File: src/rtl/isquare_pkg.sv
// rtl/isquare_pkg.sv - shared types and widths for the isquare radicand rebuilder
package isquare_pkg;

    // Default root width; the remainder is one bit wider and the result is double width.
    localparam int ISQ_W     = 4;
    localparam int ISQ_RES_W = 2 * ISQ_W;
    localparam int ISQ_REM_W = ISQ_W + 1;
    localparam int ISQ_CNT_W = $clog2(ISQ_W + 1);

    // Control states of the iterative shift-add multiplier.
    typedef enum logic [1:0] {
        IDLE = 2'd0,
        CALC = 2'd1,
        DONE = 2'd2
    } isq_state_t;

endpackage

File: src/rtl/isquare.sv
// rtl/isquare.sv - rebuilds result = root*root + rem with a W-cycle shift-add multiplier (optional ISQUARE_CHECK_EN adds rem_err)
module isquare
    import isquare_pkg::*;
#(
    parameter int W = ISQ_W
) (
    input  logic             clk,
    input  logic             clr,
    input  logic             start,
    input  logic [W-1:0]     root,
    input  logic [W:0]       rem,
    output logic [2*W-1:0]   result,
    output logic             valid,
    output logic             busy
`ifdef ISQUARE_CHECK_EN
    ,
    output logic             rem_err
`endif
);

    localparam int CW = $clog2(W + 1);
    localparam logic [CW-1:0] LAST_CNT = CW'(W - 1);

    isq_state_t         state;
    isq_state_t         next_state;
    logic [2*W-1:0]     acc;
    logic [2*W-1:0]     acc_next;
    logic [2*W-1:0]     mcand;
    logic [W-1:0]       mplier;
    logic [CW-1:0]      cnt;
    logic               last_step;

    // Conditional partial-product add for the current multiplier bit; the
    // remainder is preloaded into acc so no separate final add is needed.
    always_comb begin
        acc_next  = acc;
        last_step = (cnt == LAST_CNT);
        if (mplier[0]) begin
            acc_next = acc + mcand;
        end
    end

    // Next-state and handshake outputs; CALC always runs W cycles so latency is fixed.
    always_comb begin
        next_state = state;
        valid      = 1'b0;
        busy       = 1'b0;
        case (state)
            IDLE: begin
                if (start) begin
                    next_state = CALC;
                end
            end
            CALC: begin
                busy = 1'b1;
                if (last_step) begin
                    next_state = DONE;
                end
            end
            DONE: begin
                busy       = 1'b1;
                valid      = 1'b1;
                next_state = IDLE;
            end
            default: begin
                next_state = IDLE;
            end
        endcase
    end

    // State register; clr aborts any operation in flight.
    always_ff @(posedge clk) begin
        if (clr) begin
            state <= IDLE;
        end else begin
            state <= next_state;
        end
    end

    // Datapath registers: operand capture on accept, one multiplier bit per CALC cycle.
    // result is loaded from the final accumulation on the edge that enters DONE,
    // so it holds the previous value through IDLE and CALC.
    always_ff @(posedge clk) begin
        if (clr) begin
            acc    <= '0;
            mcand  <= '0;
            mplier <= '0;
            cnt    <= '0;
            result <= '0;
        end else begin
            case (state)
                IDLE: begin
                    if (start) begin
                        acc    <= (2*W)'(rem);
                        mcand  <= (2*W)'(root);
                        mplier <= root;
                        cnt    <= '0;
                    end
                end
                CALC: begin
                    acc    <= acc_next;
                    mcand  <= mcand << 1;
                    mplier <= mplier >> 1;
                    cnt    <= cnt + CW'(1);
                    if (last_step) begin
                        result <= acc_next;
                    end
                end
                default: begin
                end
            endcase
        end
    end

`ifdef ISQUARE_CHECK_EN
    logic rem_err_q;

    // Flag an out-of-range remainder at accept; reported only alongside valid.
    always_ff @(posedge clk) begin
        if (clr) begin
            rem_err_q <= 1'b0;
        end else if (state == IDLE && start) begin
            rem_err_q <= (rem > {root, 1'b0});
        end
    end

    assign rem_err = rem_err_q & valid;
`endif

endmodule
File: config.mk
export PLATFORM = sky130hd
export DESIGN_NAME = isquare
export DESIGN_NICKNAME = d
export VERILOG_FILES = /design/src/rtl/isquare_pkg.sv /design/src/rtl/isquare.sv
export SDC_FILE = /design/constraint.sdc
export NUM_CORES = 1
export LEC_CHECK = 0
export CORE_AREA = 2 2 65 67
export DETAILED_ROUTE_END_ITERATION = 10
export DIE_AREA = 0 0 67 69
export PLACE_DENSITY = 0.75
export SLEW_MARGIN = 20
export SYNTH_ARGS = -nofsm -noshare
export SYNTH_HDL_FRONTEND = slang
export SYNTH_SLANG_ARGS = --single-unit
File: constraint.sdc
create_clock -name clk -period 2.3 [get_ports clk]
set_input_delay 0.23 -clock clk [delete_from_list [all_inputs] [get_ports clk]]
set_output_delay 0.23 -clock clk [all_outputs]
set_load 0.01 [all_outputs]
---- Word level (Yosys, flattened, before mapping) ----
Index checks and enable logic that the tools add are counted.
storage, ports and cells
  output and inout bits ................... 10
  word-level logic and storage cells ...... 33
  input port bits ......................... 12
  register bits ........................... 33
cells by class
  muxes and demuxes ....................... 14
  reduce and logical (&&, ||, !) cells .... 6
  add/sub/neg operators ................... 2
  eq/ne operators ......................... 5
operators with widths
  kind                                           count
  case mux 8 bit (2 select lines)                2
  two-way mux 8 bit                              3
  adder 8 bit                                    1
  case mux 4 bit (2 select lines)                1
  case mux 3 bit (2 select lines)                1
  AND reduction 2 bit                            3
  two-way mux 2 bit                              2
  two-way mux 4 bit                              1
  != test 2 bit, second input constant           2
  case mux 2 bit (2 select lines)                1
  adder 3 x 1 -> 3 bit, second input constant    1
  == test 3 x 2 -> 1 bit, second input constant  1
  two-way mux 3 bit                              1
  == test 2 x 1 -> 1 bit, second input constant  1
  == test 2 bit, second input constant           1
  zero test 2 bit                                1
  two-way mux 1 bit                              2
  nonzero test 2 bit                             1
  OR reduction 2 bit                             1

---- Logic depth before layout (Yosys ltp) ----
Gate-level depths: netlist of run 1.
  depth after elaboration ................. 3
  gate-level depth with buffers ........... 8
  mapped depth without buffers ............ 8

---- Worst setup path before layout of run 1 ----
OpenSTA, ideal clock, no wires.
  path kind ............................... register -> register
  start ................................... reg mcand[0]
  end ..................................... reg result[4]
  required time ........................... 2,209 ps
  arrival time ............................ 1,683 ps
  setup time .............................. 91 ps
  period minus slack after synthesis ...... 1,774 ps
  stages on the path, launching flop included .. 9
  setup slack ............................. 526 ps
  path buffers ............................ 0
  cell sequence ........................... dfxtp_1 -> ha_1 -> inv_1 -> fa_1 -> nor2b_1 -> o21a_1 -> nor3_1 -> nand3b_1 -> a311oi_1
on the way
  cells in the longest elaborated chain, start to end .. 2
RTL lines
  item                    RTL line        RTL
  start, declared         isquare.sv:28   logic [2*W-1:0] mcand;
  start signal, assigned  isquare.sv:95   mcand <= (2*W)'(root);
  start signal, assigned  isquare.sv:102  mcand <= mcand << 1;
  adder 8 bit             isquare.sv:39   acc_next = acc + mcand;
  two-way mux 8 bit       isquare.sv:38   if (mplier[0]) begin
  end signal, assigned    isquare.sv:106  result <= acc_next;
  end, declared           isquare.sv:12   output logic [2*W-1:0] result,
No other way between the ends.
A chain may end at the register's enable or synchronous reset.

---- Worst setup path after layout of run 1 ----
Same ends and word-level chain as after synthesis.

==> results of run 1 <==
## layout by cell type (no fill, tap or decap), types with 2 or more instances in the layout
master	synthesis	routed
clkdlybuf4s50_1	0	21
a311oi_1	4	4
clkbuf_8	0	5
o22ai_1	2	2
a21oi_1	11	11
nor3b_1	3	3
xor2_1	2	2
a31oi_1	6	6
inv_1	11	11
mux2i_1	2	2
ha_1	12	12
nand2b_1	5	5
nand2_1	13	13
clkbuf_1	3	3
nor2b_1	4	4
dfxtp_1	33	33
nor2_1	37	37
o21ai_2	2	2
xnor2_1	3	3
buf_4	3	7
a22oi_1	6	6
a21o_1	2	2
a22o_1	2	2
nor3_1	10	10
o21ai_0	5	5
o21a_1	4	4
a211oi_1	8	8
nand3_1	2	2
## routing by layer
| layer | up-vias | GRT usage (%) | part of all wire (%) |
|---|---|---|---|
| met5 | - | 0 | 0 |
| met4 | 0 | 10.4 | 2.6 |
| met3 | 9 | 5.06 | 6.0 |
| met2 | 59 | 30.7 | 46 |
| met1 | 758 | 26.1 | 45 |
| li1 | 828 | - | - |
## power groups by stage
stage | registers [mW] | logic (mW) | clock network [mW]
finish | 0.647 | 0.311 | 0.428
global route | 0.652 | 0.345 | 0.455
CTS | 0.646 | 0.309 | 0.433
detailed placement | 0.659 | 0.307 | 0
global placement | 0.658 | 0.301 | 0
floorplan | 0.637 | 0.248 | 0
## per-stage QoR
| stage | instance area, sq um | instances | utilization (%) | power, mW |
|---|---|---|---|---|
| 2_1_floorplan | 1870 | 221 | - | 0.885 |
| 3_5_place_dp | 2110 | 286 | 53.9 | 0.966 |
| 3_3_place_gp | 2110 | 286 | 53.9 | 0.958 |
| 5_1_grt | 2190 | 294 | 55.9 | 1.45 |
| 6_report | 2190 | 294 | 55.9 | 1.39 |
| 4_1_cts | 2190 | 294 | 55.9 | 1.39 |
## cells by family (layout without fill, tap and decap cells)
group	count (synthesis)	after routing	synth area share, %
muxes	2	2	1.07
AOI/OAI and AO/OA	62	62	24.9
xor gates and xnor gates	5	5	2.35
DFF	33	33	35.4
and+or+nand+nor	82	82	20.6
adders and majority gates	13	13	9.12
buffers and inverters	24	47	6.57
## registers in the layout, indices dropped and copies added (netlist names)
register / count
acc: 8
cnt: 3
result: 8
mcand: 8
mplier: 4
state: 2
## worst paths after layout
path	start	end	slack, ns
max	mcand[0]$_SDFFE_PP0P_	result[4]$_SDFFE_PP0P_	0.23
min	cnt[2]$_SDFFE_PP0P_	cnt[2]$_SDFFE_PP0P_	0.49
max reg2reg	mcand[0]$_SDFFE_PP0P_	result[4]$_SDFFE_PP0P_	0.23
min reg2reg	cnt[2]$_SDFFE_PP0P_	cnt[2]$_SDFFE_PP0P_	0.49
## worst reg2reg max path, cell delays in order (launching register included)
cell and delay [ns]:
dfxtp_1 0.40, ha_1 0.25, inv_1 0.08, fa_1 0.43, nor2b_1 0.18, o21a_1 0.15, nor3_1 0.04, nand3b_1 0.19
a311oi_1 0.27
## area by class of cell
type | instances | share of cell area [%]
Clock buffer | 8 | 3.66
Inverter | 11 | 1.89
Multi-Input combinational cell | 164 | 49.4
Sequential cell | 33 | 30.2
Tap cell | 50 | 2.86
Timing Repair Buffer | 28 | 12.0
==> metrics.csv, run 1 <==
metric;value;unit
outcome;finished clean;
grt_max_degree;20;
power_switching;430;uW
hold_ws;0.486;ns
max_freq;0.483;GHz
yosys.area.top_type;dfxtp_1;
worst_slack;0.231;ns
ioPinCount;22;
gr-total-overflow;0;
cp_slowest_cell;fa_1;
rows;23;
rr_worst_depth;8;
dp_hpwl;3.01;mm
power_frac_comb;22.4;%
worstSetupPathDepth;8;
fin_nets;268;
start_util;47.7;%
setup-violations-final;0;
path_clk_slew;0.07;ns
clockRootBuffer;clkbuf_8;
grt_pass1_vias;1582;
synthTopCellsByCount;nor2_1, dfxtp_1, nand2_1, ha_1;
fin_crit;2.07;ns
dieArea;4620;sq um
pre_cts_slack;0.206;ns
clkLatencyLatePin;0.29;ns
synth_area_per_cell;8.44;sq um
synth-main-ff-cell;dfxtp_1;
synth_warnings;0;
clock_sinks;33;
antenna_cells;0;
totalWireLength;4.15;mm
ys_types;47;
ys_seq_area_share;35.4;%
drt-initial-drc-count;132;
setup_tns;0;ns
wl_per_cell;14.1;microns
multiInputGateArea;1080;sq um
powerDensity;633;nW/um^2
swShare;31.0;%
max_cap_violations;0;
async_flop_share;0;%
hold_path_depth;2;
tightest_slew;0.697;ns
vias;1654;
drc;0;
path_delay_family;adder cells;
clock_path_buffers;2;
synthCells;221;
rsz0062_at_grt;no;
synthesis.area;1870;sq um
cts_setup_buffers;0;
synth_seq_cells;33;
cts_tree;built;
cellLeakagePower;0.849;nW
crit_chain;ha_1 -> inv_1 -> fa_1 -> nor2b_1 -> o21a_1 -> nor3_1 -> nand3b_1 -> a311oi_1;
cts_resized;0;
cp_slowest_stage_delay;0.43;ns
gp_congestion;0.879;
seqPwrFrac;46.7;%
via_per_inst;5.63;
fin_crit_sh;90.0;%
vdd_drop_max;405;uV
start_kind;flop;
antenna_found_initial;0;
synth_top_area_share;35.4;%
fillerInstances;384;
die_x;67;microns
final-hold-violation-count;0;
port_buffers;21;
fin_skew;0.0114;ns
cp.arrival;2.27;ns
drtPass1Iterations;4;
finalMaxSlewViolations;0;
die_y;69;microns
pwr-share-clk;30.9;%
ant_nets;0;
drive_gt1_share;9.43;%
crit_buf_inv;1;
holdBufCountCts;0;
p_int;955;uW
syn_to_final_growth;17.4;%
min_path_type;reg -> reg;
cts_buffers;5;
cp.required;2.50;ns
cp_max_fo;4;
synth_fp_nets;246;
core;3910;sq um
groute.usage.overall;20.3;%
synth-edff-count;0;
grt_pass1_wl;7.16;mm
slew_headroom;53.4;%
yosysMostFrequentCell;nor2_1;
synth_area_leaders;dfxtp_1, ha_1, nor2_1;
critPathKind;reg -> reg;
seqCellArea;661;sq um
crit_path_end_kind;flop;
h-tree-depth;2;
Note: power is estimated with default switching activity, not from simulation.
==> run 2: changes to the inputs <==
- CTS_BUF_LIST: unset -> sky130_fd_sc_hd__clkbuf_2
- CTS_CLUSTER_DIAMETER: unset -> 50
==> metrics.csv, run 2 (synthesis gave the netlist of run 1 again) <==
metric;value;unit
fin_nets;268;
h-tree-depth;2;
cts_setup_buffers;0;
cp.required;2.63;ns
max_cap_violations;0;
cts_resized;0;
cellLeakagePower;0.843;nW
gp_congestion;0.879;
worstReg2RegEnd;result[4]$_SDFFE_PP0P_;
final-hold-violation-count;0;
setup-violations-final;0;
dieArea;4620;sq um
cp_max_fo;4;
cp.arrival;2.43;ns
hold_path_depth;3;
outcome;finished clean;
dp_hpwl;3.01;mm
powerDensity;582;nW/um^2
rrSetupSlack;0.20;ns
path_clk_slew;0.18;ns
fillerInstances;383;
drtPass1Iterations;4;
swShare;33.6;%
fin_skew;0.0186;ns
finalMaxSlewViolations;0;
rr_worst_depth;8;
crit_path_end_kind;flop;
holdBufCountCts;0;
rows;23;
wl_met1;1.97;mm
syn_to_final_growth;15.2;%
core;3910;sq um
drc;0;
rsz0062_at_grt;no;
tightest_slew;0.656;ns
ant_nets;0;
clock_path_buffers;2;
power_switching;421;uW
seqPwrFrac;51.7;%
antenna_cells;0;
ioPinCount;22;
antenna_found_initial;0;
grt_max_degree;20;
layout_commonest_cell;nor2_1;
power_frac_comb;24.8;%
vdd_drop_max;425;uV
max_freq;0.476;GHz
die_x;67;microns
die_y;69;microns
cts_tree;built;
port_buffers;21;
cts_buffers;5;
setup_tns;0;ns
placed_cells;286;
min_to;mplier[3]$_SDFFE_PP0P_;
via_per_inst;5.54;
r2r_start;mcand[0]$_SDFFE_PP0P_;
groute.usage.overall;20.3;%
clock_sinks;33;
holdCritStartpoint;root[3];
final_cell_mix;nor2_1, dfxtp_1, clkdlybuf4s50_1;
clkLatencyLatePin;0.40;ns
grt_pass1_wl;7.21;mm
p_int;830;uW
clockRootBuffer;clkbuf_2;
start_kind;flop;
wl_met3;176;microns
fin_crit;2.10;ns
fin_crit_sh;91.4;%
min_path_type;in -> reg;
vias;1628;
wl_met2;1.86;mm
stdcell_count;294;
totalWireLength;4.11;mm
pwr-share-clk;23.5;%
start_util;47.7;%
top_regs;acc (8), mcand (8), result (8);
critPathKind;reg -> reg;
wl_per_cell;14.0;microns
grt_pass1_vias;1585;
dr.max_layer_used;met4;
gr-total-overflow;0;
drive_gt1_share;10.7;%
slew_headroom;56.2;%
drt-initial-drc-count;99;
-- run 2: worst max-delay path, cell delays in order, from the launching register on --
cell and delay [ns]:
dfxtp_1 0.43, ha_1 0.25, inv_1 0.07, fa_1 0.43, nor2b_1 0.20, o21a_1 0.15
nor3_1 0.04, nand3b_1 0.19, a311oi_1 0.27
-- run 2: layout make-up --
| cell class | instances | area, sq um | share of cell area (%) |
|---|---|---|---|
| Timing Repair Buffer | 28 | 263 | 12.2 |
| Tap cell | 50 | 62.6 | 2.91 |
| Clock buffer | 8 | 40.0 | 1.86 |
| Inverter | 11 | 41.3 | 1.92 |
| Sequential cell | 33 | 661 | 30.7 |
| Multi-Input combinational cell | 164 | 1080 | 50.3 |
-- run 2: how the worst max path moves through the flow --
stage / from / endpoint / depth (start not counted)
floorplan: mcand[0]$_SDFFE_PP0P_ / result[4]$_SDFFE_PP0P_ / 8
global placement: start / acc[6]$_SDFFE_PP0P_ / 5
detailed placement: start / acc[6]$_SDFFE_PP0P_ / 5
CTS: mcand[0]$_SDFFE_PP0P_ / result[4]$_SDFFE_PP0P_ / 8
global route: mcand[0]$_SDFFE_PP0P_ / result[4]$_SDFFE_PP0P_ / 8
finish: mcand[0]$_SDFFE_PP0P_ / result[4]$_SDFFE_PP0P_ / 8
-- run 2: metal layers --
layer	vias up	GRT usage (%)
li1	829	-
met1	750	26.8
met3	9	4.08
met4	0	10.9
met2	40	30.6
met5	-	0
-- run 2: power groups by stage --
stage          logic, mW  registers (mW)  clock network (mW)
5_1_grt            0.345           0.653               0.315
2_1_floorplan      0.248           0.637                   0
3_3_place_gp       0.301           0.658                   0
4_1_cts            0.308           0.646               0.293
6_report           0.310           0.646               0.294
3_5_place_dp       0.307           0.659                   0
-- run 2: stage by stage --
stage               util [%]  hold slack [ns]  power [mW]  worst slack, ns  cell area [sq um]
detailed placement      53.9            0.481       0.966            0.206               2110
finish                  54.9            0.489        1.25            0.198               2150
floorplan                  -            0.378       0.885            0.526               1870
CTS                     54.9            0.492        1.25            0.218               2150
global placement        53.9            0.471       0.958            0.296               2110
global route            54.9            0.535        1.31           0.0799               2150
